[src/rtl/hazard3_fetch_cir.sv]
// Fetch frontend: issues word fetches on a pipelined req/gnt/rvld bus, buffers
// returned words in a small FIFO and presents up to two halfwords to decode.
module hazard3_fetch_cir #(
    parameter logic [31:0] RESET_VECTOR = 32'h0,
    parameter int          FIFO_DEPTH   = 2,
    parameter int          MAX_OUTSTND  = 2
) (
    input  logic        clk,
    input  logic        rst_n,
    output logic        mem_req,
    output logic [31:0] mem_addr,
    input  logic        mem_gnt,
    input  logic        mem_rvld,
    input  logic [31:0] mem_rdata,
    input  logic        jump_req,
    input  logic [31:0] jump_target,
    output logic        f_jump_rdy,
    output logic        f_jump_now,
    output logic [31:0] f_jump_target,
    output logic [31:0] fd_cir,
    output logic [1:0]  fd_cir_vld,
    input  logic [1:0]  df_cir_use,
    input  logic        df_cir_lock
);

    localparam int PW = $clog2(FIFO_DEPTH);
    localparam int LW = PW + 1;
    // Back-to-back jumps can stack discards above MAX_OUTSTND, so leave headroom.
    localparam int OW = 4;

    logic [31:0]   fetch_addr_q, fetch_addr_d;
    logic [OW-1:0] outstanding_q, outstanding_d;
    logic [OW-1:0] discard_q, discard_d;
    logic          skip_half_q, skip_half_d;
    logic          flush_pending_q, flush_pending_d;
    logic [31:0]   jump_target_q, jump_target_d;
    logic [31:0]   cir_q, cir_d;
    logic [1:0]    cir_vld_q, cir_vld_d;

    logic [31:0]   fifo_data_q [FIFO_DEPTH];
    logic [1:0]    fifo_hv_q   [FIFO_DEPTH];
    logic [PW-1:0] rptr_q, rptr_d;
    logic [PW-1:0] wptr_q, wptr_d;
    logic [LW-1:0] level_q, level_d;

    logic          credit_ok;
    logic          seq_gnt;
    logic          rvld_keep;
    logic          fifo_empty;
    logic [31:0]   head_data;
    logic [1:0]    head_hv;
    logic [1:0]    rdata_hv;

    logic          fifo_flush;
    logic          push;
    logic [1:0]    push_hv;
    logic          pop;
    logic          head_part;

    logic [1:0]    lvl;
    logic [31:0]   keep;
    logic [31:0]   src_data;
    logic [1:0]    src_hv;
    logic          src_fifo;
    logic [15:0]   h0;
    logic [1:0]    src_n;
    logic [1:0]    take;

    assign credit_ok = !df_cir_lock
        && (32'(level_q) + 32'(outstanding_q) < 32'(FIFO_DEPTH))
        && (32'(outstanding_q) < 32'(MAX_OUTSTND));

    assign mem_req       = rst_n & (jump_req | credit_ok);
    assign mem_addr      = jump_req ? {jump_target[31:2], 2'b00} : fetch_addr_q;
    assign f_jump_rdy    = mem_gnt;
    assign f_jump_now    = rst_n & jump_req & mem_gnt;
    assign f_jump_target = jump_target_q;
    assign fd_cir        = cir_q;
    assign fd_cir_vld    = cir_vld_q;

    assign seq_gnt    = mem_req & mem_gnt & !jump_req;
    // A response arriving alongside a taken jump always belongs to the old stream.
    assign rvld_keep  = mem_rvld & (discard_q == '0) & !f_jump_now;
    assign fifo_empty = (level_q == '0);
    assign head_data  = fifo_data_q[rptr_q];
    assign head_hv    = fifo_hv_q[rptr_q];
    assign rdata_hv   = skip_half_q ? 2'b10 : 2'b11;

    always_comb begin
        fetch_addr_d  = fetch_addr_q;
        outstanding_d = outstanding_q;
        discard_d     = discard_q;
        skip_half_d   = skip_half_q;
        jump_target_d = jump_target_q;
        if (f_jump_now) begin
            discard_d     = outstanding_q - OW'(mem_rvld);
            outstanding_d = outstanding_q - OW'(mem_rvld) + OW'(1);
            fetch_addr_d  = {jump_target[31:2], 2'b00} + 32'd4;
            skip_half_d   = jump_target[1];
            jump_target_d = jump_target;
        end else begin
            outstanding_d = outstanding_q + OW'(seq_gnt) - OW'(mem_rvld);
            if (mem_rvld && discard_q != '0)
                discard_d = discard_q - OW'(1);
            if (seq_gnt)
                fetch_addr_d = fetch_addr_q + 32'd4;
            if (rvld_keep)
                skip_half_d = 1'b0;
        end
    end

    always_comb begin
        cir_d           = cir_q;
        cir_vld_d       = cir_vld_q;
        flush_pending_d = flush_pending_q;
        fifo_flush      = 1'b0;
        push            = 1'b0;
        push_hv         = rdata_hv;
        pop             = 1'b0;
        head_part       = 1'b0;
        lvl             = 2'd0;
        keep            = 32'h0;
        src_data        = 32'h0;
        src_hv          = 2'b00;
        src_fifo        = 1'b0;
        h0              = 16'h0;
        src_n           = 2'd0;
        take            = 2'd0;
        if (f_jump_now) begin
            fifo_flush = 1'b1;
            if (df_cir_lock) begin
                flush_pending_d = 1'b1;
            end else begin
                cir_d           = 32'h0;
                cir_vld_d       = 2'd0;
                flush_pending_d = 1'b0;
            end
        end else if (df_cir_lock) begin
            push = rvld_keep;
        end else begin
            if (flush_pending_q) begin
                flush_pending_d = 1'b0;
            end else begin
                lvl = cir_vld_q - df_cir_use;
                case (df_cir_use)
                    2'd0:    keep = cir_q;
                    2'd1:    keep = {16'h0, cir_q[31:16]};
                    default: keep = 32'h0;
                endcase
            end
            // Buffered words are older than anything on the bus, so they fill first.
            if (!fifo_empty) begin
                src_fifo = 1'b1;
                src_data = head_data;
                src_hv   = head_hv;
            end else if (rvld_keep) begin
                src_data = mem_rdata;
                src_hv   = rdata_hv;
            end
            h0 = src_hv[0] ? src_data[15:0] : src_data[31:16];
            case (src_hv)
                2'b11:   src_n = 2'd2;
                2'b10:   src_n = 2'd1;
                default: src_n = 2'd0;
            endcase
            cir_d     = keep;
            cir_vld_d = lvl;
            if (lvl == 2'd0 && src_n == 2'd2) begin
                cir_d     = src_data;
                cir_vld_d = 2'd2;
                take      = 2'd2;
            end else if (lvl == 2'd0 && src_n == 2'd1) begin
                cir_d     = {16'h0, h0};
                cir_vld_d = 2'd1;
                take      = 2'd1;
            end else if (lvl == 2'd1 && src_n != 2'd0) begin
                cir_d     = {h0, keep[15:0]};
                cir_vld_d = 2'd2;
                take      = 2'd1;
            end
            if (src_fifo) begin
                push      = rvld_keep;
                pop       = (take != 2'd0) && (take == src_n);
                head_part = (take != 2'd0) && (take != src_n);
            end else if (rvld_keep) begin
                push    = (take != src_n);
                push_hv = (take == 2'd0) ? rdata_hv : 2'b10;
            end
        end
    end

    always_comb begin
        rptr_d  = rptr_q;
        wptr_d  = wptr_q;
        level_d = level_q;
        if (fifo_flush) begin
            rptr_d  = '0;
            wptr_d  = '0;
            level_d = '0;
        end else begin
            if (push)
                wptr_d = wptr_q + PW'(1);
            if (pop)
                rptr_d = rptr_q + PW'(1);
            level_d = level_q + LW'(push) - LW'(pop);
        end
    end

    always_ff @(posedge clk) begin
        if (!rst_n) begin
            fetch_addr_q    <= {RESET_VECTOR[31:2], 2'b00};
            outstanding_q   <= '0;
            discard_q       <= '0;
            skip_half_q     <= RESET_VECTOR[1];
            flush_pending_q <= 1'b0;
            jump_target_q   <= RESET_VECTOR;
            cir_q           <= 32'h0;
            cir_vld_q       <= 2'd0;
            rptr_q          <= '0;
            wptr_q          <= '0;
            level_q         <= '0;
        end else begin
            fetch_addr_q    <= fetch_addr_d;
            outstanding_q   <= outstanding_d;
            discard_q       <= discard_d;
            skip_half_q     <= skip_half_d;
            flush_pending_q <= flush_pending_d;
            jump_target_q   <= jump_target_d;
            cir_q           <= cir_d;
            cir_vld_q       <= cir_vld_d;
            rptr_q          <= rptr_d;
            wptr_q          <= wptr_d;
            level_q         <= level_d;
        end
    end

    // A partially consumed head keeps only its upper halfword.
    always_ff @(posedge clk) begin
        if (push) begin
            fifo_data_q[wptr_q] <= mem_rdata;
            fifo_hv_q[wptr_q]   <= push_hv;
        end
        if (head_part)
            fifo_hv_q[rptr_q] <= 2'b10;
    end

    always_ff @(posedge clk) begin
        if (rst_n) begin
            assert (!(push && !pop && level_q == LW'(FIFO_DEPTH)));
            assert (!(df_cir_lock && df_cir_use != 2'd0));
            assert (df_cir_use <= cir_vld_q);
        end
    end

endmodule
[config.mk]
export PLATFORM = sky130hd
export DESIGN_NAME = hazard3_fetch_cir
export DESIGN_NICKNAME = d
export VERILOG_FILES = /design/src/rtl/hazard3_fetch_cir.sv
export SDC_FILE = /design/constraint.sdc
export NUM_CORES = 1
export LEC_CHECK = 0
export BUFFER_PORTS_ARGS = -buffer_cell sky130_fd_sc_hd__buf_4
export CAP_MARGIN = 20
export CORE_MARGIN = 2
export CORE_UTILIZATION = 32
export DETAILED_ROUTE_END_ITERATION = 10
export GPL_TIMING_DRIVEN = 1
export PLACE_DENSITY = 0.6
export SLEW_MARGIN = 20
export SYNTH_ARGS = -nofsm -noshare
export SYNTH_HDL_FRONTEND = slang
export SYNTH_SLANG_ARGS = --single-unit
[constraint.sdc]
create_clock -name clk -period 10.3 [get_ports clk]
set_input_delay 0 -clock clk [delete_from_list [all_inputs] [get_ports clk]]
set_output_delay 0 -clock clk [all_outputs]
set_load 0.01 [all_outputs]
==> Word-level counts from Yosys, hierarchy flattened <==
Memories as Yosys holds them, arrays and structs flattened. A register that Yosys moved wholly into a read port is not among the register bits.
Cells that the tools add are included.
{ "op_classes": {"n_lt_le_gt_ge": 2, "bitwise": 10, "muxes": 71, "add_sub_neg": 13, "n_reduce_logical": 24, "n_eq_ne": 10} }
{ "op_table": {"columns": ["cell", "n"], "rows": [
  ["two-way mux 32 bit", 12],
  ["adder 32 x 3 -> 32 bit (second input constant)", 2],
  ["one-hot mux 32 bit (2 select lines)", 1],
  ["two-way mux 2 bit", 18],
  ["two-way mux 1 bit", 35],
  ["two-way mux 16 bit", 1],
  ["two-way mux 4 bit", 3],
  ["nonzero test 2 bit", 5],
  ["logical AND 1 bit", 8],
  ["zero test 2 bit", 4],
  ["subtractor 4 x 1 -> 4 bit", 2],
  ["bitwise AND 1 bit", 7],
  ["equality test 2 x 1 -> 1 bit (second input constant)", 3],
  ["equality test 2 bit (second input constant)", 3],
  ["inequality test 6 bit (second input constant)", 1],
  ["adder 2 x 4 -> 5 bit", 1],
  ["less-than comparator 5 x 2 -> 1 bit (second input constant)", 1],
  ["adder 4 x 1 -> 4 bit", 1],
  ["adder 4 x 1 -> 4 bit (second input constant)", 1],
  ["zero test 4 bit", 1],
  ["less-than comparator 4 x 2 -> 1 bit (second input constant)", 1],
  ["one-hot mux 2 bit (2 select lines)", 1],
  ["nonzero test 4 bit", 1],
  ["subtractor 4 x 1 -> 4 bit (second input constant)", 1],
  ["other kinds (12)", 16]
]} }
{ "totals": {"memories": 2, "elab_cells": 144, "in_bits": 72, "reg_bits": 112, "out_inout_bits": 101, "ram_bits": 66} }
{ "mem_list": {"columns": ["memory", "words", "width", "rd", "rd_ports_with_merged_regs", "write_ports", "line", "rtl"], "rows": [
  ["fifo_data_q", 2, 32, 1, 1, 1, "40", "logic [31:0] fifo_data_q [FIFO_DEPTH];"],
  ["fifo_hv_q", 2, 1, 1, 1, 2, "41", "logic [1:0] fifo_hv_q [FIFO_DEPTH];"]
]} }

==> Depth between registers and ports, before layout <==
Gate-level depths: netlist of the first run.
{ "depth": {"depth_word": 26, "mapped_depth": 16, "depth_no_buf": 16} }

==> Worst setup path after synthesis of the first run <==
Ideal clock, no wire load.
{ "synth_path": {"path_type": "register -> register", "start": "register cir_vld_q[0] (netlist: fd_cir_vld[0])", "end": "memory fifo_hv_q[0][0] (netlist bit)", "setup_time_ps": 143, "required_ps": 10157, "period_less_slack_ps": 3343, "arrival_time_ps": 3200, "path_buffers": 1, "path_stages_with_launch": 10, "path_slack_ps": 6957, "cell_sequence": "dfxtp_1 -> inv_1 -> ha_1 -> or2_2 -> clkbuf_1 -> o21ai_0 -> o31ai_1 -> nor2_1 -> mux2i_1 -> a41oi_1"} }
{ "synth_lines": {"columns": ["item", "line", "rtl"], "rows": [
  ["start, declared", "38", "logic [1:0] cir_vld_q, cir_vld_d;"],
  ["start signal, assigned", "230", "cir_vld_q <= cir_vld_d;"],
  ["end, declared", "41", null]
]} }

==> Worst setup path after layout of the first run <==
{ "layout_path": {"start": "input rst_n", "end": "register fetch_addr_q[27]"} }
{ "layout_between": {"elab_chain_len": 4, "word_cells_on_any_way": 7, "cone_classes": "1 x mux; 5 x bitwise; 1 x reduce/logical"} }
{ "layout_lines": {"columns": ["item", "line", "rtl"], "rows": [
  ["start, declared", "9", "input logic rst_n,"],
  ["bitwise AND 1 bit", "73", "assign mem_req = rst_n & (jump_req | credit_ok);"],
  ["bitwise AND 1 bit (2 in series)", "81", "assign seq_gnt = mem_req & mem_gnt & !jump_req;"],
  ["nonzero test 2 bit (no line)", null, null],
  ["end signal, assigned", "211", "fetch_addr_q <= {RESET_VECTOR[31:2], 2'b00};"],
  ["end signal, assigned", "223", "fetch_addr_q <= fetch_addr_d;"],
  ["end, declared", "31", "logic [31:0] fetch_addr_q, fetch_addr_d;"]
]} }
Parallel ways exist; a longest one is shown, timed or not.
A chain may end at the register's enable or synchronous reset.

==> impl_metrics.env, run 1 <==
export IMPL_synth_avg_cell_area_um2=9.415
export IMPL_io_buffers=170
export IMPL_grt_pass1_vias=8213
export IMPL_place_area_um2=10830
export IMPL_critPathMaxFanout=60
export IMPL_netlist_area_um2=9236
export IMPL_ys_seq_elements=177
export IMPL_first_pass_iters=5
export IMPL_end_kind="flop"
export IMPL_post_synth_top_count_cell="dfxtp_1"
export IMPL_finalSetupViolCount=0
export IMPL_max_clock_freq_mhz=263.9
export IMPL_crit_type="input port to flop"
export IMPL_route_met2_wl_um=13520
export IMPL_wl_met3_um=1617
export IMPL_drt_iter0_drc=670
export IMPL_rsz0062_at_grt="no"
export IMPL_synthXorXnorAreaFrac=0.03563
export IMPL_design_core_area_um2=28550
export IMPL_ant_nets=0
export IMPL_io_pin_count=173
export IMPL_power_density_nw_per_um2=163.3
export IMPL_min_period_ns=3.790
export IMPL_muxShareOfSynthArea=0.08101
export IMPL_finClkSkew_ns=0.01605
export IMPL_place_congestion=0.8374
export IMPL_grt_remaining_overflow=0
export IMPL_cts_made_buffers=17
export IMPL_clk_pin_slew_ns=0.07
export IMPL_yosysWarnings=0
export IMPL_slew_violations=0
export IMPL_layout_cells_non_filler=1585
export IMPL_hpwlAfterDp_um=18530
export IMPL_synth_compound_area_share=0.2020
export IMPL_hold_path_class="input port to flop"
export IMPL_fill_cells=2840
export IMPL_tns_ns=0
export IMPL_vdd_drop_max_mv=0.08425
export IMPL_dieArea_um2=30240
export IMPL_syn_inst=981
export IMPL_required_ns=10.60
export IMPL_antennaDiodeCount=0
export IMPL_nets=1279
export IMPL_viasPerCell=5.269
export IMPL_yosysSeqAreaShare=0.4530
export IMPL_hold_viol=0
export IMPL_grt_max_degree=61
export IMPL_async_reset_ff_frac=0
export IMPL_dp_cells=1484
export IMPL_cp_arrival_ns=4.09
export IMPL_antenna_found_initial=0
export IMPL_drc=0
export IMPL_relSlewSlack=0.3275
export IMPL_cts_tree="done"
export IMPL_start_util=0.3235
export IMPL_final_util=0.4237
export IMPL_area_delta_synth_final_pct=30.94
export IMPL_cts_sinks=177
export IMPL_cts_root_buffer_cell="clkbuf_16"
export IMPL_synth_area_leaders="dfxtp_1, edfxtp_1, nand2_1"
export IMPL_ctsLongestPathBuffers=2
export IMPL_rows=62
export IMPL_drive_above_1_share=0.2256
export IMPL_synthSimpleGateAreaFrac=0.1624
export IMPL_leakagePower_nw=4.573
export IMPL_die_h_um=173.9
export IMPL_grtUsageTotal=0.1851
export IMPL_synthAdderAreaFrac=0.02736
export IMPL_h_tree_depth=4
export IMPL_top_layer="met4"
export IMPL_synth_top_area_frac=0.2449
export IMPL_synth_cell_types=70
export IMPL_grt_pass1_wl_um=44820
export IMPL_netlist_top_cells_count="dfxtp_1, nand2_1, nor2_1"
export IMPL_vias=8352
export IMPL_clock_insertion_delay_worst_skew_ns=0.44
export IMPL_drt_wl_total_um=28240
export IMPL_drv_cap=0
export IMPL_synth_top_area_cell="dfxtp_1"
export IMPL_synth_edf_count=64
export IMPL_tightest_slew_ns=1.009
export IMPL_fin_crit_sh=0.3679
export IMPL_status="complete, no violations"
export IMPL_die_w_um=173.9
export IMPL_cp_start_kind="input port"
export IMPL_synthFlopType="dfxtp_1"
export IMPL_synth_top_family_by_area="compound AO/OA/AOI/OAI gates"
export IMPL_wl_per_cell_um=17.82
export IMPL_finalPower_mw=1.975
export IMPL_fin_area_um2=12090
export IMPL_wl_met1_um=12720
## state kept, by name (all words and copies together) (netlist names), named ones only
signal / flops
fifo_data_q: 64
f_jump_target: 32
fd_cir: 32
fetch_addr_q: 30
discard_q: 4
outstanding_q: 4
fd_cir_vld: 2
fifo_hv_q: 2
level_q: 2
flush_pending_q: 1
rptr_q: 1
skip_half_q: 1
wptr_q: 1
## kinds of logic (layout without fill, tap and decap cells)
kind of cell    Yosys count  count (layout)
compound gates          272             272
flops                   177             177
simple gates            322             322
fa+ha+maj                19              19
mux                      71              71
buf+inv                  83             302
other cells               1               2
xor+xnor                 36              36
## worst max-delay path: stages
cell and delay, ns:
dlygate4sd3_1 0.54, buf_4 0.28, nand3_4 0.48, inv_4 0.70, buf_4 0.53, nor2_1 0.09
nor2_1 0.74, nor3_2 0.20, xor2_1 0.20, a22oi_1 0.20, o21ai_1 0.07
## path summary, 6_finish.rpt
path	start	to	slack, ns	depth (start not counted)
max	rst_n	fetch_addr_q[27]	6.51	11
max reg2reg	outstanding_q[1]	outstanding_q[2]	6.55	14
min reg2reg	f_jump_target[22]	f_jump_target[22]	0.45	2
min	mem_rvld	outstanding_q[0]	0.06	4
## power breakdown
group          switching, mW  total (mW)  internal, mW
Sequential            0.0375       0.832         0.795
Combinational          0.302       0.504         0.202
Clock                  0.315       0.639         0.323
## final cells by class
cell class	instances	area, um2	share of cell area
repair buffers	252	2064	0.1707
clock buffers	18	429.2	0.03549
well taps	384	480.5	0.03973
flip-flops and latches	177	4185	0.3461
inverters	18	70.07	0.005794
clock inverters	14	141.4	0.01169
multi-input cells	722	4723	0.3905
## placed cells by master, fill, tap and decap left out, types with 30 or more instances in the layout
master	instances
buf_4	183
a22o_1	34
dfxtp_1	112
nor2_1	100
a31oi_1	34
mux2_2	30
a21oi_1	43
nand3_1	30
dlygate4sd3_1	69
edfxtp_1	64
o21ai_0	68
mux2i_1	41
nand2_1	110
## what timing repair did
item                                   in CTS  in global routing
hold buffers                               69                  0
setup buffers                               0                  0
resized for setup                           0                  0
endpoints found under the hold margin     141                  0
## layer usage
layer  vias to the layer above  GRT usage
li1                       4029          -
met1                      3983     0.2429
met2                       311     0.3098
met3                        29    0.03675
met4                         0    0.05217
met5                         -          0
## stage by stage
step	worst slack [ns]	hold slack, ns
2_1_floorplan	6.957	0.09177
3_3_place_gp	6.579	0.1955
3_5_place_dp	6.491	0.1976
4_1_cts	6.556	0.04996
5_1_grt	6.240	0.1300
6_report	6.510	0.05585
Note: power is estimated with default switching activity, not from simulation.
==> run 2: changes to the inputs <==
- ABC_AREA: default -> 1
- PLACE_DENSITY: 0.6 -> 0.62
- clock period: 10.3 -> 3.37 ns (I/O delays scaled with it)
==> run 2 against run 1 <==
  * Clock power grew to 3.2 times the previous value
  * Utilization is 0.070 points higher
  * Critical path type is now flop to flop
  * Largest power group unchanged
  * Largest cell class unchanged
  * Sequential share of layout area is 1.3 points lower
==> impl_metrics.env, run 2 <==
export IMPL_synth_cell_types=41
export IMPL_syn_inst=1384
export IMPL_layout_common_cells="nand2_1, buf_4, nor2_1"
export IMPL_cts_tree="done"
export IMPL_tightest_slew_ns=0.9557
export IMPL_largest_register="fifo_data_q"
export IMPL_cts_repair_resized=0
export IMPL_start_util=0.3242
export IMPL_cts_sinks=177
export IMPL_die_w_um=177.3
export IMPL_crit_top_cell="inv_1"
export IMPL_synth_top_area_frac=0.2354
export IMPL_rows=63
export IMPL_async_reset_ff_frac=0
export IMPL_clock_insertion_delay_worst_skew_ns=0.45
export IMPL_end_kind="flop"
export IMPL_reg2reg_slack_ns=0.27
export IMPL_hpwlAfterDp_um=20860
export IMPL_vdd_drop_max_mv=0.3135
export IMPL_place_congestion=0.8844
export IMPL_ctsLongestPathBuffers=2
export IMPL_relSlewSlack=0.3613
export IMPL_yosysSeqAreaShare=0.4355
export IMPL_cts_made_buffers=17
export IMPL_cts_root_buffer_cell="clkbuf_16"
export IMPL_netlist_area_um2=9608
export IMPL_grt_remaining_overflow=0
export IMPL_power_density_nw_per_um2=510.6
export IMPL_critical_path_max_stage_delay_ns=0.51
export IMPL_finClkSkew_ns=0.01813
export IMPL_netlist_top_cells_count="nand2_1, nor2_1, dfxtp_1"
export IMPL_grt_pass1_vias=9379
export IMPL_synth_edf_count=64
export IMPL_yosysWarnings=0
export IMPL_cp_cell_sequence="inv_1 > fa_1 > nand4_1 > nor2_1 > nand2_1 > o21ai_1 > nand3_1 > clkinv_1 > nand2_1 > ha_1 > inv_1 > ha_1 > inv_1 > fa_1 > xnor2_1 > a21oi_1 > o21ai_0 > inv_1"
export IMPL_min_to="fd_cir_vld[0]"
export IMPL_crit_buf_inv=5
export IMPL_status="complete, no violations"
export IMPL_crit_slowest_cell="fa_1"
export IMPL_dieArea_um2=31430
export IMPL_drc=0
export IMPL_grtUsageTotal=0.1936
export IMPL_synthFlopType="dfxtp_1"
export IMPL_synth_area_leaders="dfxtp_1, nand2_1, edfxtp_1"
export IMPL_leakagePower_nw=5.789
export IMPL_hp_start="df_cir_use[0]"
export IMPL_viasPerCell=4.820
export IMPL_max_clock_freq_mhz=322.1
export IMPL_nets=1698
export IMPL_drv_cap=0
export IMPL_vias=9689
export IMPL_r2r_cells=18
export IMPL_layout_commonest_cell="nand2_1"
export IMPL_critPathMaxFanout=4
export IMPL_wl_per_cell_um=14.93
export IMPL_first_pass_iters=5
export IMPL_whs_path_depth=5
export IMPL_r2r_end="outstanding_q[2]"
export IMPL_cts_setup_buffers=0
export IMPL_largest_reg_flops=64
export IMPL_synth_avg_cell_area_um2=6.942
export IMPL_crit_type="flop to flop"
export IMPL_fin_crit_sh=0.9212
export IMPL_cts_hold_buf=69
export IMPL_hold_path_class="input port to flop"
export IMPL_ys_seq_elements=177
export IMPL_grt_pass1_wl_um=48020
export IMPL_design_core_area_um2=29640
export IMPL_finalSetupViolCount=0
export IMPL_hold_viol=0
export IMPL_area_delta_synth_final_pct=30.90
export IMPL_post_synth_top_count_cell="nand2_1"
export IMPL_min_period_ns=3.104
export IMPL_required_ns=3.72
export IMPL_cp_top_family="adder cells"
export IMPL_drt_iter0_drc=724
export IMPL_die_h_um=177.3
export IMPL_io_pin_count=173
export IMPL_slew_violations=0
export IMPL_clk_pin_slew_ns=0.08
export IMPL_drt_wl_total_um=30010
export IMPL_h_tree_depth=4
export IMPL_tns_ns=0
export IMPL_antennaDiodeCount=0
export IMPL_io_buffers=170
export IMPL_synth_top_area_cell="dfxtp_1"
export IMPL_ant_nets=0
export IMPL_cp_arrival_ns=3.45
export IMPL_rsz0062_at_grt="no"
export IMPL_antenna_found_initial=0
export IMPL_grt_max_degree=43
export IMPL_final_util=0.4244
export IMPL_cp_start_kind="flop"
export IMPL_drive_above_1_share=0.1593
export IMPL_r2r_start="level_q[1]"
## run 2: final cells by class
type                    instances  area (um2)
clock buffers                  17       425.4
multi-input cells            1054        4796
fillers                      3092       17060
clock inverters                15       180.2
repair buffers                264        2155
flip-flops and latches        177        4184
inverters                      93       349.1
well taps                     390       488.0
## run 2: worst max path at each step
stage | startpoint | endpoint | slack, ns | cells past startpoint
floorplan | outstanding_q[1] | outstanding_q[2] | 0.06 | 19
global placement | level_q[1] | outstanding_q[2] | 0.35 | 18
detailed placement | level_q[1] | outstanding_q[2] | 0.28 | 18
CTS | level_q[1] | outstanding_q[2] | 0.25 | 18
global route | level_q[1] | outstanding_q[2] | 0.004 | 18
finish | level_q[1] | outstanding_q[2] | 0.27 | 18
## run 2: cells by family after synthesis
family | Yosys count | share of synthesized area
AOI/OAI and AO/OA | 126 | 0.06993
xor gates and xnor gates | 21 | 0.01914
adders and majority gates | 19 | 0.02631
buffers and inverters | 154 | 0.06654
DFF | 177 | 0.4355
muxes | 12 | 0.01250
other | 1 | 0.0003903
and+or+nand+nor | 874 | 0.3697
## run 2: stage by stage
step                instances  instance area, um2  setup WS, ns  total power [mW]  hold slack [ns]
finish                   2010               12580        0.2657             6.422           0.1121
CTS                      2010               12580        0.2478             6.469           0.1038
detailed placement       1909               11280        0.2822             4.364           0.1986
floorplan                1385                9612       0.05590             3.757          0.09177
global placement         1909               11280        0.3460             4.334           0.1963
global route             2010               12580      0.004096             6.816           0.1587
## run 2: where the power goes
group	switching, mW	internal [mW]	total (mW)
logic	1.21	0.670	1.88
clock network	1.02	1.01	2.03
registers	0.103	2.41	2.51
## run 2: per-layer routing
layer,up-vias,global-route usage,share of wire
li1,4858,-,-
met1,4493,0.2442,0.44
met2,299,0.3384,0.48
met3,39,0.03200,0.057
met4,0,0.05772,0.019
met5,-,0,0
## run 2: worst register-to-register path, delay by kind of cell, from the launching register on
kind	cells	cell delay, ns
buf+inv	5	0.34
fa+ha+maj	4	1.33
simple gates	5	0.42
compound gates	3	0.34
xor+xnor	1	0.17
flops	1	0.42
==> run 3: changes to the inputs <==
- CORE_UTILIZATION: 32 -> 51
- PLACE_DENSITY: 0.62 -> 0.86
==> run 3 against run 2 <==
  * Register-to-register slack about the same
  * Sequential cell count unchanged
  * Critical path depth is the same
  * Combinational power about the same
  * Critical path type unchanged
==> impl_metrics.env, run 3 (same netlist as run 2, synthesis figures left out) <==
export IMPL_status="complete, no violations"
export IMPL_fill_cells=1479
export IMPL_grtUsageTotal=0.2938
export IMPL_antenna_found_initial=0
export IMPL_power_density_nw_per_um2=514.4
export IMPL_clkPwrFrac=0.299
export IMPL_grt_max_degree=43
export IMPL_p_switching_mw=2.272
export IMPL_vdd_drop_max_mv=0.4847
export IMPL_viasPerCell=5.429
export IMPL_largest_register="fifo_data_q"
export IMPL_multi_input_area_um2=4791
export IMPL_drive_above_1_share=0.1568
export IMPL_rsz0062_at_grt="no"
export IMPL_preCtsSetupSlack_ns=0.2819
export IMPL_tightest_slew_ns=0.9816
export IMPL_end_kind="flop"
export IMPL_grt_pass1_vias=9869
export IMPL_wl_per_cell_um=15.64
export IMPL_slew_violations=0
export IMPL_area_delta_synth_final_pct=27.86
export IMPL_seq_area_um2=4185
export IMPL_power_switching_share=0.3596
export IMPL_min_period_ns=3.099
export IMPL_die_w_um=141.3
export IMPL_clock_insertion_delay_worst_skew_ns=0.44
export IMPL_hold_viol=0
export IMPL_first_pass_iters=6
export IMPL_drv_cap=0
export IMPL_io_pin_count=173
export IMPL_cp_arrival_ns=3.43
export IMPL_nets=1692
export IMPL_clk_pin_slew_ns=0.07
export IMPL_start_util=0.5171
export IMPL_drt_wl_total_um=28900
export IMPL_h_tree_depth=4
export IMPL_crit_type="flop to flop"
export IMPL_ant_nets=0
export IMPL_critPathMaxFanout=4
export IMPL_cts_tree="done"
export IMPL_leakagePower_nw=5.732
export IMPL_antennaDiodeCount=0
export IMPL_cp_start_kind="flop"
export IMPL_ctsLongestPathBuffers=2
export IMPL_cts_made_buffers=17
export IMPL_max_clock_freq_mhz=322.7
export IMPL_finClkSkew_ns=0.01237
export IMPL_hpwlAfterDp_um=19540
export IMPL_io_buffers=170
export IMPL_seqPwrFrac=0.399
export IMPL_drt_iter0_drc=920
export IMPL_design_core_area_um2=18580
export IMPL_p_int_mw=4.047
export IMPL_layout_common_cells="nand2_1, buf_4, nor2_1"
export IMPL_vias=10030
export IMPL_grt_remaining_overflow=0
export IMPL_hold_path_class="input port to flop"
export IMPL_cts_root_buffer_cell="clkbuf_16"
export IMPL_tns_ns=0
export IMPL_grt_pass1_wl_um=47020
export IMPL_required_ns=3.70
export IMPL_finalSetupViolCount=0
export IMPL_relSlewSlack=0.3432
export IMPL_dieArea_um2=19950
export IMPL_drc=0
export IMPL_largest_reg_flops=64
export IMPL_cts_setup_buffers=0
export IMPL_layout_commonest_cell="nand2_1"
export IMPL_die_h_um=141.3
export IMPL_fin_ws_ns=0.2709
export IMPL_place_congestion=0.8828
export IMPL_fin_crit_sh=0.9196
export IMPL_cts_sinks=177
export IMPL_rows=50
export IMPL_comb_power_share=0.303
## run 3: changes by cell type in the layout (fill, tap and decap cells not counted), sizes merged
| cell | before | now |
|---|---|---|
| buf | 195 | 190 |
| clkbuf | 17 | 18 |
| clkinv | 7 | 2 |
| clkinvlp | 1 | 3 |
| dlygate4sd3 | 69 | 68 |
| inv | 100 | 102 |
## run 3: layer usage
metal	vias up	GRT usage	part of all wire
li1	4835	-	-
met1	4583	0.3603	0.40
met2	505	0.4921	0.47
met3	109	0.05704	0.083
met4	0	0.1547	0.044
met5	-	0	0
## run 3: power by group through the flow
| stage | clock network, mW | logic [mW] | registers [mW] |
|---|---|---|---|
| 3_3_place_gp | 0 | 1.74 | 2.55 |
| 2_1_floorplan | 0 | 1.20 | 2.56 |
| 4_1_cts | 1.90 | 1.87 | 2.52 |
| 3_5_place_dp | 0 | 1.79 | 2.56 |
| 6_report | 1.89 | 1.91 | 2.52 |
| 5_1_grt | 1.98 | 2.14 | 2.54 |
## run 3: worst paths after layout
path,start,endpoint,slack [ns],cells past startpoint
setup / recovery,outstanding_q[1],outstanding_q[2],0.27,18
hold / removal,jump_req,flush_pending_q,0.11,3
setup reg to reg,outstanding_q[1],outstanding_q[2],0.27,18
hold reg to reg,f_jump_target[1],f_jump_target[1],0.45,2
## run 3: layout make-up
type / count / share of cell area
clock buffer: 18 / 0.03494
tap: 234 / 0.02383
multi-input combinational: 1054 / 0.3900
timing repair buffer: 258 / 0.1725
sequential: 177 / 0.3407
inverter: 93 / 0.02842
clock inverter: 14 / 0.009574
## run 3: per-stage QoR
stage / instance area [um2] / power [mW] / hold WS [ns] / util / cells
after floorplan: 9612 / 3.757 / 0.09177 / - / 1385
after global placement: 11060 / 4.289 / 0.1963 / 0.5950 / 1748
after detailed placement: 11060 / 4.357 / 0.1974 / 0.5950 / 1748
after global routing: 12280 / 6.650 / 0.1421 / 0.6611 / 1848
final: 12280 / 6.319 / 0.1068 / 0.6611 / 1848
after CTS: 12280 / 6.288 / 0.1004 / 0.6611 / 1848
## run 3: critical path, cell delays in order (launching register included)
cell      delay, ns
dfxtp_1        0.34
inv_1          0.11
fa_1           0.55
nand4_1        0.10
nor2_1         0.10
nand2_1        0.06
o21ai_1        0.16
nand3_1        0.12
clkinv_1       0.07
nand2_1        0.05
ha_1           0.27
inv_1          0.07
ha_1           0.17
inv_1          0.06
fa_1           0.37
xnor2_1        0.15
a21oi_1        0.07
o21ai_0        0.11
inv_1          0.06
## run 3: what timing repair did
item | CTS | global route
hold buffers | 68 | 0
setup endpoints to repair | 0 | 1
endpoints found under the hold margin | 105 | 0
gates resized for setup | 0 | 1
